### src/rtl/sar_pkg.sv
// sar_pkg: shared types and helpers for the SAR controller.
//   sar_state_t   - controller FSM states (CAL only reachable with SAR_OFFSET_CAL_EN)
//   DAC_SEL_*     - {h,l} per-cap select codes for the three DAC levels
//   cap_index()   - cap (and result bit) index decided by conversion step k
package sar_pkg;

    typedef enum logic [2:0] {
        IDLE   = 3'd0,
        SAMPLE = 3'd1,
        CONV   = 3'd2,
        DONE   = 3'd3,
        CAL    = 3'd4
    } sar_state_t;

    // {h, l} pair per cap; 2'b11 is never driven
    localparam logic [1:0] DAC_SEL_VREFP = 2'b10;
    localparam logic [1:0] DAC_SEL_VREFN = 2'b01;
    localparam logic [1:0] DAC_SEL_VCM   = 2'b00;

    // Step k resolves result bit adc_bits-1-k and switches the cap with the same index
    function automatic int unsigned cap_index(input int unsigned adc_bits, input int unsigned k);
        return adc_bits - 1 - k;
    endfunction

endpackage

### src/rtl/sar_dac_switch.sv
// sar_dac_switch: one side's capacitor-DAC h/l register bank.
// Caps are indexed [ADC_BITS-1:1]. Priority: reset/preset-vrefp > preset-vcm > switch.
// Ports:
//   clk, rst         - clock, synchronous active-high reset (all caps to vrefp)
//   i_preset_vrefp   - load all caps with vrefp
//   i_preset_vcm     - load all caps with vcm
//   i_sw_en          - move cap i_sw_idx to vrefn
//   i_sw_idx         - cap index to switch
//   o_dac_h/o_dac_l  - registered per-cap high/low selects
module sar_dac_switch
    import sar_pkg::*;
#(
    parameter int unsigned ADC_BITS = 8,
    localparam int unsigned IDX_W   = $clog2(ADC_BITS)
)(
    input  logic                clk,
    input  logic                rst,
    input  logic                i_preset_vrefp,
    input  logic                i_preset_vcm,
    input  logic                i_sw_en,
    input  logic [IDX_W-1:0]    i_sw_idx,
    output logic [ADC_BITS-1:1] o_dac_h,
    output logic [ADC_BITS-1:1] o_dac_l
);

    logic [ADC_BITS-1:1] r_h;
    logic [ADC_BITS-1:1] r_l;

    // Per-cap bank; switching only ever moves a cap to vrefn
    always_ff @(posedge clk) begin
        if (rst || i_preset_vrefp) begin
            for (int i = 1; i < int'(ADC_BITS); i++) begin
                {r_h[i], r_l[i]} <= DAC_SEL_VREFP;
            end
        end else if (i_preset_vcm) begin
            for (int i = 1; i < int'(ADC_BITS); i++) begin
                {r_h[i], r_l[i]} <= DAC_SEL_VCM;
            end
        end else if (i_sw_en) begin
            for (int i = 1; i < int'(ADC_BITS); i++) begin
                if (IDX_W'(i) == i_sw_idx) begin
                    {r_h[i], r_l[i]} <= DAC_SEL_VREFN;
                end
            end
        end
    end

    assign o_dac_h = r_h;
    assign o_dac_l = r_l;

endmodule

### src/rtl/sar_logic.sv
// sar_logic: synchronous controller for a differential monotonic-switching SAR ADC.
// Samples, runs ADC_BITS comparator steps driving the P/N capacitor DACs, emits the code.
// Optional offset calibration is enabled by defining SAR_OFFSET_CAL_EN.
// Ports:
//   clk, rst        - clock, synchronous active-high reset
//   start           - conversion request (IDLE only)
//   cal_req         - calibration request, priority over start (SAR_OFFSET_CAL_EN)
//   comp_p          - comparator decision, 1 = P side above N side
//   sample          - sample switch enable
//   comp_en         - comparator enable
//   dac_data_{h,l}_{p,n} - per-cap DAC selects [ADC_BITS-1:1]
//   dout, valid     - result code and its one-cycle strobe
//   cal_offset      - signed comparator offset estimate (SAR_OFFSET_CAL_EN)
//   busy            - controller not in IDLE
module sar_logic
    import sar_pkg::*;
#(
    parameter int unsigned ADC_BITS      = 8,
    parameter int unsigned SAMPLE_CYCLES = 2,
    parameter int unsigned CAL_CYCLES    = 16
)(
    input  logic                          clk,
    input  logic                          rst,
    input  logic                          start,
`ifdef SAR_OFFSET_CAL_EN
    input  logic                          cal_req,
    output logic signed [$clog2(CAL_CYCLES):0] cal_offset,
`endif
    input  logic                          comp_p,
    output logic                          sample,
    output logic                          comp_en,
    output logic [ADC_BITS-1:1]           dac_data_h_p,
    output logic [ADC_BITS-1:1]           dac_data_l_p,
    output logic [ADC_BITS-1:1]           dac_data_h_n,
    output logic [ADC_BITS-1:1]           dac_data_l_n,
    output logic [ADC_BITS-1:0]           dout,
    output logic                          valid,
    output logic                          busy
);

    localparam int unsigned CNT_MAX_A = (SAMPLE_CYCLES > ADC_BITS) ? SAMPLE_CYCLES : ADC_BITS;
    localparam int unsigned CNT_MAX   = (CAL_CYCLES > CNT_MAX_A) ? CAL_CYCLES : CNT_MAX_A;
    localparam int unsigned CNT_W     = $clog2(CNT_MAX);
    localparam int unsigned IDX_W     = $clog2(ADC_BITS);
`ifdef SAR_OFFSET_CAL_EN
    localparam int unsigned CAL_W     = $clog2(CAL_CYCLES) + 1;
`endif

    sar_state_t          r_state;
    sar_state_t          w_state_nxt;
    logic [CNT_W-1:0]    r_cnt;
    logic [CNT_W-1:0]    w_cnt_nxt;
    logic [ADC_BITS-1:0] r_result;
    logic [ADC_BITS-1:0] w_result_nxt;
    logic [ADC_BITS-1:0] r_dout;
    logic [ADC_BITS-1:0] w_dout_nxt;
    logic                r_sample;
    logic                r_comp_en;
    logic                r_valid;
    logic                r_busy;

    logic                w_comp;
    logic                w_preset_vrefp;
    logic                w_preset_vcm;
    logic                w_sw_p;
    logic                w_sw_n;
    logic [IDX_W-1:0]    w_sw_idx;

`ifdef SAR_OFFSET_CAL_EN
    logic [CAL_W-1:0]    r_ones;
    logic [CAL_W-1:0]    w_ones_nxt;
    logic [CAL_W-1:0]    r_offset;
    logic [CAL_W-1:0]    w_offset_nxt;
`endif

    // Unknown comparator output must count as 0: an X condition takes the default
    always_comb begin
        w_comp = 1'b0;
        if (comp_p) begin
            w_comp = 1'b1;
        end
    end

    a_comp_known : assert property (@(posedge clk) disable iff (rst)
                                    (r_state == CONV) |-> !$isunknown(comp_p))
        else $error("sar_logic: comp_p unknown during conversion");

    // Next-state, counter, result and DAC control decode
    always_comb begin
        w_state_nxt    = r_state;
        w_cnt_nxt      = r_cnt;
        w_result_nxt   = r_result;
        w_dout_nxt     = r_dout;
        w_preset_vrefp = 1'b0;
        w_preset_vcm   = 1'b0;
        w_sw_p         = 1'b0;
        w_sw_n         = 1'b0;
        w_sw_idx       = IDX_W'(cap_index(ADC_BITS, 32'(r_cnt)));
`ifdef SAR_OFFSET_CAL_EN
        w_ones_nxt     = r_ones;
        w_offset_nxt   = r_offset;
`endif
        case (r_state)
            IDLE: begin
                w_preset_vrefp = 1'b1;
`ifdef SAR_OFFSET_CAL_EN
                if (cal_req) begin
                    w_state_nxt    = CAL;
                    w_cnt_nxt      = '0;
                    w_ones_nxt     = '0;
                    w_preset_vrefp = 1'b0;
                    w_preset_vcm   = 1'b1;
                end else
`endif
                if (start) begin
                    w_state_nxt = SAMPLE;
                    w_cnt_nxt   = '0;
                end
            end
            SAMPLE: begin
                w_preset_vrefp = 1'b1;
                if (r_cnt == CNT_W'(SAMPLE_CYCLES - 1)) begin
                    w_state_nxt  = CONV;
                    w_cnt_nxt    = '0;
                    w_result_nxt = '0;
                end else begin
                    w_cnt_nxt = r_cnt + CNT_W'(1);
                end
            end
            CONV: begin
                // Result bit and switched cap share the step's index
                w_result_nxt = r_result | (ADC_BITS'(w_comp) << w_sw_idx);
                if (r_cnt == CNT_W'(ADC_BITS - 1)) begin
                    w_state_nxt = DONE;
                    w_dout_nxt  = w_result_nxt;
                end else begin
                    w_cnt_nxt = r_cnt + CNT_W'(1);
                    w_sw_p    = w_comp;
                    w_sw_n    = !w_comp;
                end
            end
            DONE: begin
                w_preset_vrefp = 1'b1;
                w_state_nxt    = IDLE;
            end
`ifdef SAR_OFFSET_CAL_EN
            CAL: begin
                // DACs hold vcm from entry; count ones over the window
                w_ones_nxt = r_ones + CAL_W'(w_comp);
                if (r_cnt == CNT_W'(CAL_CYCLES - 1)) begin
                    w_state_nxt  = DONE;
                    w_offset_nxt = w_ones_nxt - CAL_W'(CAL_CYCLES / 2);
                end else begin
                    w_cnt_nxt = r_cnt + CNT_W'(1);
                end
            end
`endif
            default: begin
                w_state_nxt = IDLE;
            end
        endcase
    end

    // State and registered outputs; flags follow the state being entered
    always_ff @(posedge clk) begin
        if (rst) begin
            r_state   <= IDLE;
            r_cnt     <= '0;
            r_result  <= '0;
            r_dout    <= '0;
            r_sample  <= 1'b0;
            r_comp_en <= 1'b0;
            r_valid   <= 1'b0;
            r_busy    <= 1'b0;
        end else begin
            r_state   <= w_state_nxt;
            r_cnt     <= w_cnt_nxt;
            r_result  <= w_result_nxt;
            r_dout    <= w_dout_nxt;
            r_sample  <= (w_state_nxt == SAMPLE);
            r_comp_en <= (w_state_nxt == CONV) || (w_state_nxt == CAL);
            r_valid   <= (w_state_nxt == DONE);
            r_busy    <= (w_state_nxt != IDLE);
        end
    end

`ifdef SAR_OFFSET_CAL_EN
    // Calibration accumulator and result
    always_ff @(posedge clk) begin
        if (rst) begin
            r_ones   <= '0;
            r_offset <= '0;
        end else begin
            r_ones   <= w_ones_nxt;
            r_offset <= w_offset_nxt;
        end
    end

    assign cal_offset = $signed(r_offset);
`endif

    sar_dac_switch #(.ADC_BITS(ADC_BITS)) u_dac_p (
        .clk            (clk),
        .rst            (rst),
        .i_preset_vrefp (w_preset_vrefp),
        .i_preset_vcm   (w_preset_vcm),
        .i_sw_en        (w_sw_p),
        .i_sw_idx       (w_sw_idx),
        .o_dac_h        (dac_data_h_p),
        .o_dac_l        (dac_data_l_p)
    );

    sar_dac_switch #(.ADC_BITS(ADC_BITS)) u_dac_n (
        .clk            (clk),
        .rst            (rst),
        .i_preset_vrefp (w_preset_vrefp),
        .i_preset_vcm   (w_preset_vcm),
        .i_sw_en        (w_sw_n),
        .i_sw_idx       (w_sw_idx),
        .o_dac_h        (dac_data_h_n),
        .o_dac_l        (dac_data_l_n)
    );

    assign sample  = r_sample;
    assign comp_en = r_comp_en;
    assign dout    = r_dout;
    assign valid   = r_valid;
    assign busy    = r_busy;

endmodule

### config.mk
export PLATFORM = sky130hd
export DESIGN_NAME = sar_logic
export DESIGN_NICKNAME = d
export VERILOG_FILES = /design/src/rtl/sar_pkg.sv /design/src/rtl/sar_dac_switch.sv /design/src/rtl/sar_logic.sv
export SDC_FILE = /design/constraint.sdc
export NUM_CORES = 1
export LEC_CHECK = 0
export ABC_AREA = 0
export BUFFER_PORTS_ARGS = -buffer_cell sky130_fd_sc_hd__buf_2
export CAP_MARGIN = 20
export CORE_UTILIZATION = 54
export DETAILED_ROUTE_END_ITERATION = 10
export PLACE_DENSITY = 0.87
export SYNTH_ARGS = -nofsm -noshare
export SYNTH_HDL_FRONTEND = slang
export SYNTH_SLANG_ARGS = --single-unit
export TNS_END_PERCENT = 10
### constraint.sdc
create_clock -name clk -period 5.7 [get_ports clk]
set_clock_uncertainty 0.1 [all_clocks]
set_input_delay 0.855 -clock clk [delete_from_list [all_inputs] [get_ports clk]]
set_output_delay 0.855 -clock clk [all_outputs]
set_load 0.03 [all_outputs]
==> reports/summary.txt, run 1 <==
CTS Root Cell -> clkbuf_8
Setup TNS -> 0 ps
vias in the first global route -> 1524
cell internal pwr -> 0.000476 W
max incr delay on CP -> 630 ps
Worst path top cell family by delay -> simple AND/OR/NAND/NOR gates
clock slew at reported path FFs -> 90 ps
RSZ-0062 raised after global routing -> false
routed via count -> 1707
ANT nets after route -> 0
post-CTS setup repair buffer count -> 0
Avg WL per Cell -> 13.1 um
drc violations -> 0
NetSw -> 0.000133 W
P_leak -> 0.893 nW
Synthesized Nets -> 232
Worst Path Required -> 5820 ps
Yosys top cell area share -> 52.9%
switching part of the total power -> 21.8%
largest area contributor in the netlist -> dfxtp_1
CP Capture Type -> register
Clock Sinks -> 55
drt total wl -> 4.05 mm
Final #Nets -> 268
layout cells sized above 1 -> 20.8%
Hold Crit Class -> register to register
Syn Std Cell Area -> 0.00208 mm2
syn avg cell area -> 9.33 um2
FP Rows -> 22
Area growth syn-to-layout -> 14.3%
H-tree Lvls -> 2
GRT busiest layer -> met2
gr ovfl total -> 0
Final WS setup -> 3430 ps
gpl congestion -> 0.818
Synth async-reset ratio -> 0%
die width -> 64.1 um
# hold bufs at CTS -> 0
n_diodes -> 0
flop2flop setup slack -> 3430 ps
met1 usage -> 25.5%
worst-skew pair later-pin latency -> 310 ps
setup violators final -> 0
critical path, cell by cell -> ha_1, and3b_1, and2_1, nor2_1, and2_1
Max Cap Viol -> 0
P per Cell Area -> 256 mW/mm2
Ys Warns -> 0
post-layout min period -> 2270 ps
Cells after Synth -> 223
CP bufs+invs -> 0
Comb pwr share -> 2.9%
ranking of synthesized cells by area -> dfxtp_1, nor2_1, a21oi_1, a21o_1, a211oi_1
Arr. time, crit path -> 2390 ps
hold violation total from the final report -> 0
core box area -> 0.00369 mm2
initial antenna violation count -> 0
I/O pins -> 44
PortBufs -> 43
first-pass GRT wire length -> 6.67 mm
Max Buffers Root-to-Sink -> 2
sequential-to-total area share from yosys stat -> 52.9%
Max Transition Viols Final -> 0
CTS tree -> built
first drt pass iteration count -> 4
clock network fraction of total power -> 33.5%
Most used DFF post-synth -> dfxtp_1
Post-synth EDFFs -> 0
Critical Path Fanout Max -> 23
grt met2 use -> 35.1%
synth unique cells -> 38
Filler cells -> 321
Slew HR -> 33.6%
vias per cell -> 5.54
achievable clock frequency -> 440 MHz
most frequent cell after synthesis -> dfxtp_1
Synth top cells by count -> dfxtp_1, nor2_1, a21oi_1, a21o_1
crit share post-route -> 39.9%
WS Path Type -> register to register
met3 GRT Util -> 6.43%
status -> finished, final reports clean
CP Launch Type -> register
Die Height -> 64.1 um
Initial Utilization -> 56.4%
die area -> 0.00411 mm2
Max VDD drop -> 0.174 mV
critical path's slowest cell -> and2_1
post-cts resize count -> 0
post-synthesis register bit count -> 55
TritonCTS Buffers -> 5
pre-CTS WS -> 3390 ps
HPWL after DPL -> 2.77 mm
Critical Path Most Common Cell -> and2_1
Worst-Margin Slew -> 987 ps
GRT Total Usage -> 21.5%
sequential share of power -> 63.6%
pin count of the biggest net entering global routing -> 29
1st-iter DRT viols -> 95
==> layout make-up <==
type                       instances  area [um2]  area share (%)
sequential                        55        1100            46.3
tap                               48        60.1            2.52
multi-input combinational        144         883            37.1
clock buffer                       7        76.3            3.21
clock inverter                     1        5.00           0.210
timing repair buffer              43         215            9.05
inverter                          10        37.5            1.58
==> worst reg2reg max path, cell delays in order, from the launching register on <==
cell	delay [ps]
dfxtp_1	560
ha_1	250
and3b_1	240
and2_1	630
nor2_1	190
and2_1	200
==> metal layers <==
metal | wire [um] | share of wire (%) | vias to the layer above
met4 | 81 | 2.0 | 0
li1 | - | - | 854
met2 | 1920 | 47 | 45
met5 | 0 | 0 | -
met1 | 1840 | 46 | 800
met3 | 206 | 5.1 | 8
==> power groups by stage <==
stage	combinational [W]	clock [W]	sequential, W
floorplan	0.0000130	0	0.000397
global placement	0.0000172	0	0.000396
detailed placement	0.0000172	0	0.000396
CTS	0.0000173	0.000209	0.000387
global route	0.0000189	0.000226	0.000388
finish	0.0000174	0.000204	0.000387
==> worst paths after layout <==
kind,startpoint,endpoint,cells after the start
hold reg to reg,u_dac_p.o_dac_l[6],u_dac_p.o_dac_l[6],2
hold / removal,u_dac_p.o_dac_l[6],u_dac_p.o_dac_l[6],2
setup reg to reg,r_cnt[0],comp_en,5
setup / recovery,r_cnt[0],comp_en,5
==> cells in the final DEF, fill, tap and decap left out, types with 2 or more instances in the layout <==
cell type,count
dfxtp_1,55
buf_2,43
nor2_1,32
a21oi_1,23
a21o_1,15
inv_1,10
nand2_1,10
a211oi_1,9
a22oi_1,6
a31oi_1,5
ha_1,5
clkbuf_8,5
nand3_1,4
nand4_1,4
and2_1,3
o21ai_1,3
nor2b_1,3
nand4bb_1,2
or4b_1,2
a32oi_1,2
clkbuf_1,2
==> per-stage QoR <==
step                      hold slack (ps)  power, W  area (um2)  util (%)  cells
after floorplan                       354  0.000410        2080         -    223
after CTS                             349  0.000614        2380      64.5    308
after global placement                332  0.000413        2300      62.3    300
final                                 346  0.000609        2380      64.5    308
after global routing                  379  0.000632        2380      64.5    308
after detailed placement              335  0.000413        2300      62.3    300
==> state kept, by name, indices dropped and copies added, names as in the netlist, 3 cells and up <==
name             cells
dout                 8
r_result             8
u_dac_n.o_dac_h      7
u_dac_n.o_dac_l      7
u_dac_p.o_dac_h      7
u_dac_p.o_dac_l      7
r_cnt                4
r_state              3
==> cells by family (layout without fill, tap and decap cells) <==
group | Yosys count | count (layout) | share of synthesized area, %
simple gates | 71 | 71 | 18.2
compound gates | 67 | 67 | 21.0
other cells | 1 | 1 | 0.180
fa+ha+maj | 5 | 5 | 3.01
buf+inv | 24 | 61 | 4.63
flops | 55 | 55 | 52.9
(Power assumes the default switching activity.)
==> inputs of run 2 (changes only) <==
--- a/config.mk
+++ b/config.mk
@@ -8,9 +8,9 @@
 export ABC_AREA = 0
 export BUFFER_PORTS_ARGS = -buffer_cell sky130_fd_sc_hd__buf_2
 export CAP_MARGIN = 20
-export CORE_UTILIZATION = 54
+export CORE_UTILIZATION = 48
 export DETAILED_ROUTE_END_ITERATION = 10
-export PLACE_DENSITY = 0.87
+export PLACE_DENSITY = 0.82
 export SYNTH_ARGS = -nofsm -noshare
 export SYNTH_HDL_FRONTEND = slang
 export SYNTH_SLANG_ARGS = --single-unit
==> constraint.sdc (replaced) <==
create_clock -name clk -period 1.9 [get_ports clk]
set_clock_uncertainty 0.1 [all_clocks]
set_input_delay 0.285 -clock clk [delete_from_list [all_inputs] [get_ports clk]]
set_output_delay 0.285 -clock clk [all_outputs]
set_load 0.03 [all_outputs]
==> run 2 against run 1 <==
Maximum frequency grew 24%. Via count grew 0.76%. Cell area grew 6.3%. Die area grew 12%. Routed wire length grew 4.7%. Worst hold slack lost 140 ps. Critical endpoint is now r_cnt[2]. Largest cell class unchanged. Largest power group unchanged. Highest routed layer unchanged.
==> reports/summary.txt, run 2 (synthesized netlist as in run 1, its figures left out) <==
RSZ-0062 raised after global routing -> true
ANT nets after route -> 0 (unchanged)
P per Cell Area -> 788 mW/mm2 (+210%)
Max Buffers Root-to-Sink -> 2 (unchanged)
first drt pass iteration count -> 4 (unchanged)
post-layout min period -> 1830 ps (-444 ps)
Arr. time, crit path -> 1960 ps (-430 ps)
Max Transition Viols Final -> 0 (unchanged)
TritonCTS Buffers -> 5 (unchanged)
Worst Path Required -> 2040 ps (-3780 ps)
post-cts resize count -> 0 (unchanged)
cell internal pwr -> 0.00157 W (+230%)
Critical R2R Capture -> r_cnt[2]
hold depth -> 2 (unchanged)
1st-iter DRT viols -> 75 (-21%)
die area -> 0.00460 mm2 (+12%)
CTS tree -> built
most frequent cells in the layout -> dfxtp_1, buf_2, nor2_1, a21oi_1, a21o_1
crit share post-route -> 96.3% (+56 points)
grt met2 use -> 30.9% (-4.2 points)
Final #Nets -> 282 (+5.2%)
gr ovfl total -> 0 (unchanged)
achievable clock frequency -> 547 MHz (+24%)
Hold Crit Class -> primary input to register
CP Capture Type -> register
met3 GRT Util -> 7.67% (+1.2 points)
Comb pwr share -> 3.2% (+0.3 points)
Multi-input gate area -> 892 um2 (+0.99%)
setup violators final -> 0 (unchanged)
met1 usage -> 23.9% (-1.6 points)
hold slack -> 202 ps (-144 ps)
Hold Path End -> r_result[7]
sequential share of power -> 58.3% (-5.3 points)
Clock Sinks -> 55 (unchanged)
gpl congestion -> 0.907 (+11%)
pin count of the biggest net entering global routing -> 29 (unchanged)
GRT Total Usage -> 19.4% (-2.1 points)
GRT busiest layer -> met2
drt total wl -> 4.23 mm (+4.7%)
Area growth syn-to-layout -> 21.5%
clock network fraction of total power -> 38.5% (+5.0 points)
post-CTS setup repair buffer count -> 0 (unchanged)
PortBufs -> 43 (unchanged)
Hold Crit Start -> rst
worst-skew pair later-pin latency -> 310 ps (about the same)
Setup TNS -> 0 ps (unchanged)
Critical Path Fanout Max -> 5 (-78%)
Die Height -> 67.8 um (+5.9%)
Max Cap Viol -> 0 (unchanged)
FF-to-FF path depth -> 6 (+1)
routed via count -> 1720 (+0.76%)
layout cells sized above 1 -> 27.0% (+6.2 points)
Filler cells -> 361 (+12%)
WS Path Type -> register to register
CTS Root Cell -> clkbuf_8
die width -> 67.8 um (+5.9%)
Avg WL per Cell -> 13.1 um (-0.50%)
HPWL after DPL -> 3.02 mm (+9.2%)
first-pass GRT wire length -> 6.56 mm (-1.7%)
most common cell after layout, fill and taps aside -> dfxtp_1
n_diodes -> 0 (unchanged)
core box area -> 0.00409 mm2 (+11%)
CP Launch Type -> register
# hold bufs at CTS -> 0 (unchanged)
reg-to-reg startpoint -> r_cnt[1]
P_leak -> 0.982 nW (+9.9%)
Max VDD drop -> 0.579 mV (+230%)
hold violation total from the final report -> 0 (unchanged)
flop2flop setup slack -> 70 ps (-3360 ps)
FP Rows -> 23 (+4.5%)
flip-flop and latch area -> 0.00110 mm2 (+0.23%)
drc violations -> 0 (unchanged)
vias in the first global route -> 1468 (-3.7%)
H-tree Lvls -> 2 (unchanged)
clock slew at reported path FFs -> 100 ps (about the same)
vias per cell -> 5.31 (-4.2%)
I/O pins -> 44 (unchanged)
NetSw -> 0.000423 W (+220%)
initial antenna violation count -> 0 (unchanged)
post-route cell area -> 0.00253 mm2 (+6.3%)
Initial Utilization -> 50.9% (-5.5 points)
Placed Area -> 0.00241 mm2 (+4.8%)
switching part of the total power -> 21.2% (-0.56 points)
status -> finished, final reports clean
==> run 2: changes by cell type in the layout (fill, tap and decap cells not counted), moves of 2 or more <==
| cell | change |
|---|---|
| dfxtp_2 | +2 |
| dfxtp_1 | -2 |
| clkbuf_1 | -2 |
| buf_4 | +14 |
==> run 2: critical path, cell delays in order, from the launching register on <==
cell and delay, ps:
dfxtp_2 370, inv_1 80, ha_2 180, nor3b_2 180, o21ai_2 220, or4b_1 460
a21oi_1 160
==> run 2: per-stage QoR <==
step | util [%] | total power, W | std cells | setup slack (ps)
after floorplan | - | 0.00123 | 223 | 42.6
after global placement | 58.9 | 0.00125 | 316 | 141
after detailed placement | 58.9 | 0.00125 | 316 | 66.7
after CTS | 61.7 | 0.00201 | 324 | 33.3
after global routing | 61.9 | 0.00207 | 324 | -11.4
final | 61.9 | 0.00199 | 324 | 70.9
==> run 2: worst max path at each step <==
stage / from / slack (ps) / endpoint
finish: r_cnt[1] / 70 / r_cnt[2]
global route: r_cnt[1] / -10 / r_cnt[2]
CTS: r_cnt[1] / 30 / r_cnt[2]
detailed placement: r_cnt[1] / 70 / r_cnt[2]
global placement: r_state[0] / 140 / r_cnt[2]
floorplan: r_cnt[1] / 40 / r_cnt[2]
==> run 2: layer usage <==
layer  part of all wire, %  vias up
li1                      -      881
met1                    48      797
met2                    45       37
met3                   5.3        5
met4                   1.3        0
met5                     0        -
==> run 2: cell type report <==
cell class / instances / area share, %
flip-flops and latches: 55 / 43.6
clock buffers: 5 / 2.72
well taps: 50 / 2.47
clock inverters: 3 / 1.73
inverters: 10 / 1.48
multi-input cells: 144 / 35.3
repair buffers: 57 / 12.7
==> run 2: power by group through the flow <==
stage	logic, W	clock network (W)	registers (W)
5_1_grt	0.0000692	0.000838	0.00116
3_5_place_dp	0.0000628	0	0.00119
4_1_cts	0.0000629	0.000785	0.00116
2_1_floorplan	0.0000392	0	0.00119
3_3_place_gp	0.0000622	0	0.00119
6_report	0.0000642	0.000768	0.00116
==> inputs of run 3 (changes only) <==
--- a/config.mk
+++ b/config.mk
@@ -6,12 +6,13 @@
 export NUM_CORES = 1
 export LEC_CHECK = 0
 export ABC_AREA = 0
-export BUFFER_PORTS_ARGS = -buffer_cell sky130_fd_sc_hd__buf_2
+export BUFFER_PORTS_ARGS = -buffer_cell sky130_fd_sc_hd__buf_4
 export CAP_MARGIN = 20
 export CORE_UTILIZATION = 48
 export DETAILED_ROUTE_END_ITERATION = 10
 export PLACE_DENSITY = 0.82
 export SYNTH_ARGS = -nofsm -noshare
 export SYNTH_HDL_FRONTEND = slang
+export SYNTH_HIERARCHICAL = 1
 export SYNTH_SLANG_ARGS = --single-unit
 export TNS_END_PERCENT = 10
==> constraint.sdc (replaced) <==
create_clock -name clk -period 1.6 [get_ports clk]
set_clock_uncertainty 0.1 [all_clocks]
set_input_delay 0.24 -clock clk [delete_from_list [all_inputs] [get_ports clk]]
set_output_delay 0.24 -clock clk [all_outputs]
set_load 0.03 [all_outputs]
==> run 3 against run 2 <==
The flow now finishes with violations (setup timing). Routed wire length grew 21%. Worst hold slack improved by 3.5 ps. Synthesized cell count fell by 2.2%. Largest power group unchanged. Flip-flop and latch count is the same. Global-route usage increased by 1.0 points. First-iteration DRC count increased by 39%. Sequential power up 21%. Via count grew 9.0%. Synthesized area is 6.7% higher.
==> reports/summary.txt, run 3 <==
Post-synth EDFFs -> 0 (unchanged)
ANT nets after route -> 0 (unchanged)
Critical path origin -> r_cnt[0]
CTS Root Cell -> clkbuf_8
Avg WL per Cell -> 14.6 um (+12%)
Synth top cells by count -> dfxtp_1, nor2_1, nand2b_1, o21a_1, o21ai_1
post-synthesis register bit count -> 55 (unchanged)
met2 routed WL -> 2.62 mm (+38%)
drt total wl -> 5.11 mm (+21%)
Arr. time, crit path -> 1740 ps (-220 ps)
WS Path Type -> register to register
Max Buffers Root-to-Sink -> 2 (unchanged)
critical path, cell by cell -> ha_4, nor3b_4, buf_4, o21ai_4, nand4_1, a31oi_1
Max VDD drop -> 0.684 mV (+18%)
core box area -> 0.00441 mm2 (+8.0%)
first-pass GRT wire length -> 8.07 mm (+23%)
I/O pins -> 44 (unchanged)
status -> complete, but fails checks
P_leak -> 1.22 nW (+25%)
syn avg cell area -> 10.2 um2 (+9.2%)
most frequent cell after synthesis -> dfxtp_1
most frequent cells in the layout -> buf_4, dfxtp_1, nor2_1, conb_1
n_diodes -> 0 (unchanged)
largest area contributor in the netlist -> dfxtp_1
max incr delay on CP -> 410 ps (-50 ps)
wl on met1 -> 2.23 mm (+8.6%)
Area growth syn-to-layout -> 36.7%
gpl congestion -> 0.816 (-10%)
CP Launch Type -> register
Synth async-reset ratio -> 0% (unchanged)
drc violations -> 0 (unchanged)
flop2flop setup slack -> -60 ps (-140 ps)
routed via count -> 1875 (+9.0%)
synth unique cells -> 43 (+13%)
final std cells w/o fill -> 349 (+7.7%)
PortBufs -> 43 (unchanged)
failing checks -> setup timing
crit path to -> r_cnt[2]
Die Height -> 70.0 um (+3.2%)
Worst Path Required -> 1680 ps (-360 ps)
CP Capture Type -> register
gr ovfl total -> 0 (unchanged)
ranking of synthesized cells by area -> dfxtp_1, o21a_1, nand2b_1, nor2_1, and4bb_2
first drt pass iteration count -> 4 (unchanged)
Hold Crit Class -> primary input to register
vias per cell -> 5.37 (+1.2%)
crit share post-route -> 104% (+7.8 points)
CTS tree -> built
achievable clock frequency -> 601 MHz (+9.9%)
most common cell after layout, fill and taps aside -> buf_4
sequential-to-total area share from yosys stat -> 49.6% (-3.3 points)
layout cells sized above 1 -> 36.4% (+9.4 points)
FF-to-FF path depth -> 6 (unchanged)
Cells after Synth -> 218 (-2.2%)
length of routed met3 wiring -> 195 um (-14%)
CP Depth -> 6 (unchanged)
hold violation total from the final report -> 0 (unchanged)
die area -> 0.00490 mm2 (+6.5%)
vias in the first global route -> 1809 (+23%)
Max Cap Viol -> 0 (unchanged)
HPWL after DPL -> 3.23 mm (+7.1%)
pin count of the biggest net entering global routing -> 31 (+6.9%)
post-route cell area -> 0.00304 mm2 (+20%)
post-layout min period -> 1660 ps (-165 ps)
GRT Total Usage -> 20.4% (+1.0 points)
top sig layer -> met4
die width -> 70.0 um (+3.2%)
fin util -> 68.8% (+6.9 points)
hold depth -> 3 (+1)
Worst path top cell family by delay -> simple AND/OR/NAND/NOR gates
setup violators final -> 17 (+17)
Max Transition Viols Final -> 0 (unchanged)
critical path's slowest cell -> dfxtp_2
RSZ-0062 raised after global routing -> true
clock slew at reported path FFs -> 90 ps (about the same)
placed cells -> 338 (+7.0%)
FP Rows -> 24 (+4.3%)
H-tree Lvls -> 2 (unchanged)
reg-to-reg startpoint -> r_cnt[0]
Filler cells -> 341 (-5.5%)
Critical Path Fanout Max -> 6 (+1)
Clock Sinks -> 55 (unchanged)
Initial Utilization -> 50.3% (-0.61 points)
Final #Nets -> 302 (+7.1%)
Critical R2R Capture -> r_cnt[2]
1st-iter DRT viols -> 104 (+39%)
Yosys top cell area share -> 49.6% (-3.3 points)
Final WS setup -> -64.5 ps (-135 ps)
Placed Area -> 0.00276 mm2 (+15%)
initial antenna violation count -> 0 (unchanged)
P per Cell Area -> 800 mW/mm2 (+1.5%)
CP bufs+invs -> 1 (unchanged)
Ys Warns -> 6 (+6)
TritonCTS Buffers -> 5 (unchanged)
Most used DFF post-synth -> dfxtp_1
Syn Std Cell Area -> 0.00222 mm2 (+6.7%)
worst-skew pair later-pin latency -> 300 ps (about the same)
[run 3: power by group]
group / internal (W) / total [W] / switching [W]
Sequential: 0.00139 / 0.00140 / 0.0000109
Combinational: 0.0000750 / 0.000201 / 0.000126
Clock: 0.000394 / 0.000828 / 0.000434
[run 3: timing repair]
| item | 4_1_cts | 5_1_grt |
|---|---|---|
| cloned | 1 | 1 |
| hold endpoints to repair | 0 | 0 |
| pin swaps | 2 | 13 |
| gates resized for setup | 6 | 23 |
| hold buffers | 0 | 0 |
| setup endpoints to repair | 32 | 50 |
| buffers inserted | 1 | 0 |
[run 3: area by class of cell]
class / count / area [um2] / share of cell area, %
Clock buffer: 7 / 96.3 / 3.17
Clock inverter: 1 / 7.51 / 0.247
Inverter: 4 / 17.5 / 0.577
Multi-Input combinational cell: 167 / 1260 / 41.7
Sequential cell: 55 / 1110 / 36.5
Tap cell: 52 / 65.1 / 2.14
Timing Repair Buffer: 63 / 477 / 15.7
[run 3: cell families (layout without fill, tap and decap cells)]
kind of cell,count (synthesis),after routing,share of synthesized area (%)
AO/OA/AOI/OAI,64,64,20.5
AND/OR/NAND/NOR,82,84,24.8
flip-flops,55,55,49.6
adder cells (fa/ha/maj),2,2,1.13
buffers and inverters,14,75,3.83
other,1,17,0.169
[run 3: worst register-to-register path, cell delays in order (launching register included)]
cell	delay, ps
dfxtp_2	410
ha_4	150
nor3b_4	410
buf_4	210
o21ai_4	80
nand4_1	100
a31oi_1	90
[run 3: worst min-delay path by stage]
stage | slack (ps) | startpoint | to
final | 210 | start | busy
after global placement | 350 | u_dac_n/o_dac_l[6] | u_dac_n/o_dac_l[6]
after CTS | 190 | start | busy
after global routing | 220 | comp_p | r_result[0]
after detailed placement | 360 | u_dac_n/o_dac_l[2] | u_dac_n/o_dac_l[2]
after floorplan | 300 | rst | u_dac_n/o_dac_h[7]
[run 3: stage by stage]
step / TNS, ps / hold slack [ps] / setup WS [ps] / power [W]
after floorplan: -4090 / 298 / -213 / 0.00155
after global placement: -158 / 353 / -74.0 / 0.00161
after detailed placement: -984 / 359 / -165 / 0.00161
after CTS: -39.8 / 194 / -21.1 / 0.00243
after global routing: -2750 / 223 / -133 / 0.00250
final: -346 / 205 / -64.5 / 0.00243
[run 3: routing by layer]
layer,track usage (%),vias to the layer above
li1,-,935
met1,24.9,879
met5,0,-
met2,35.4,50
met4,8.22,0
met3,3.75,11
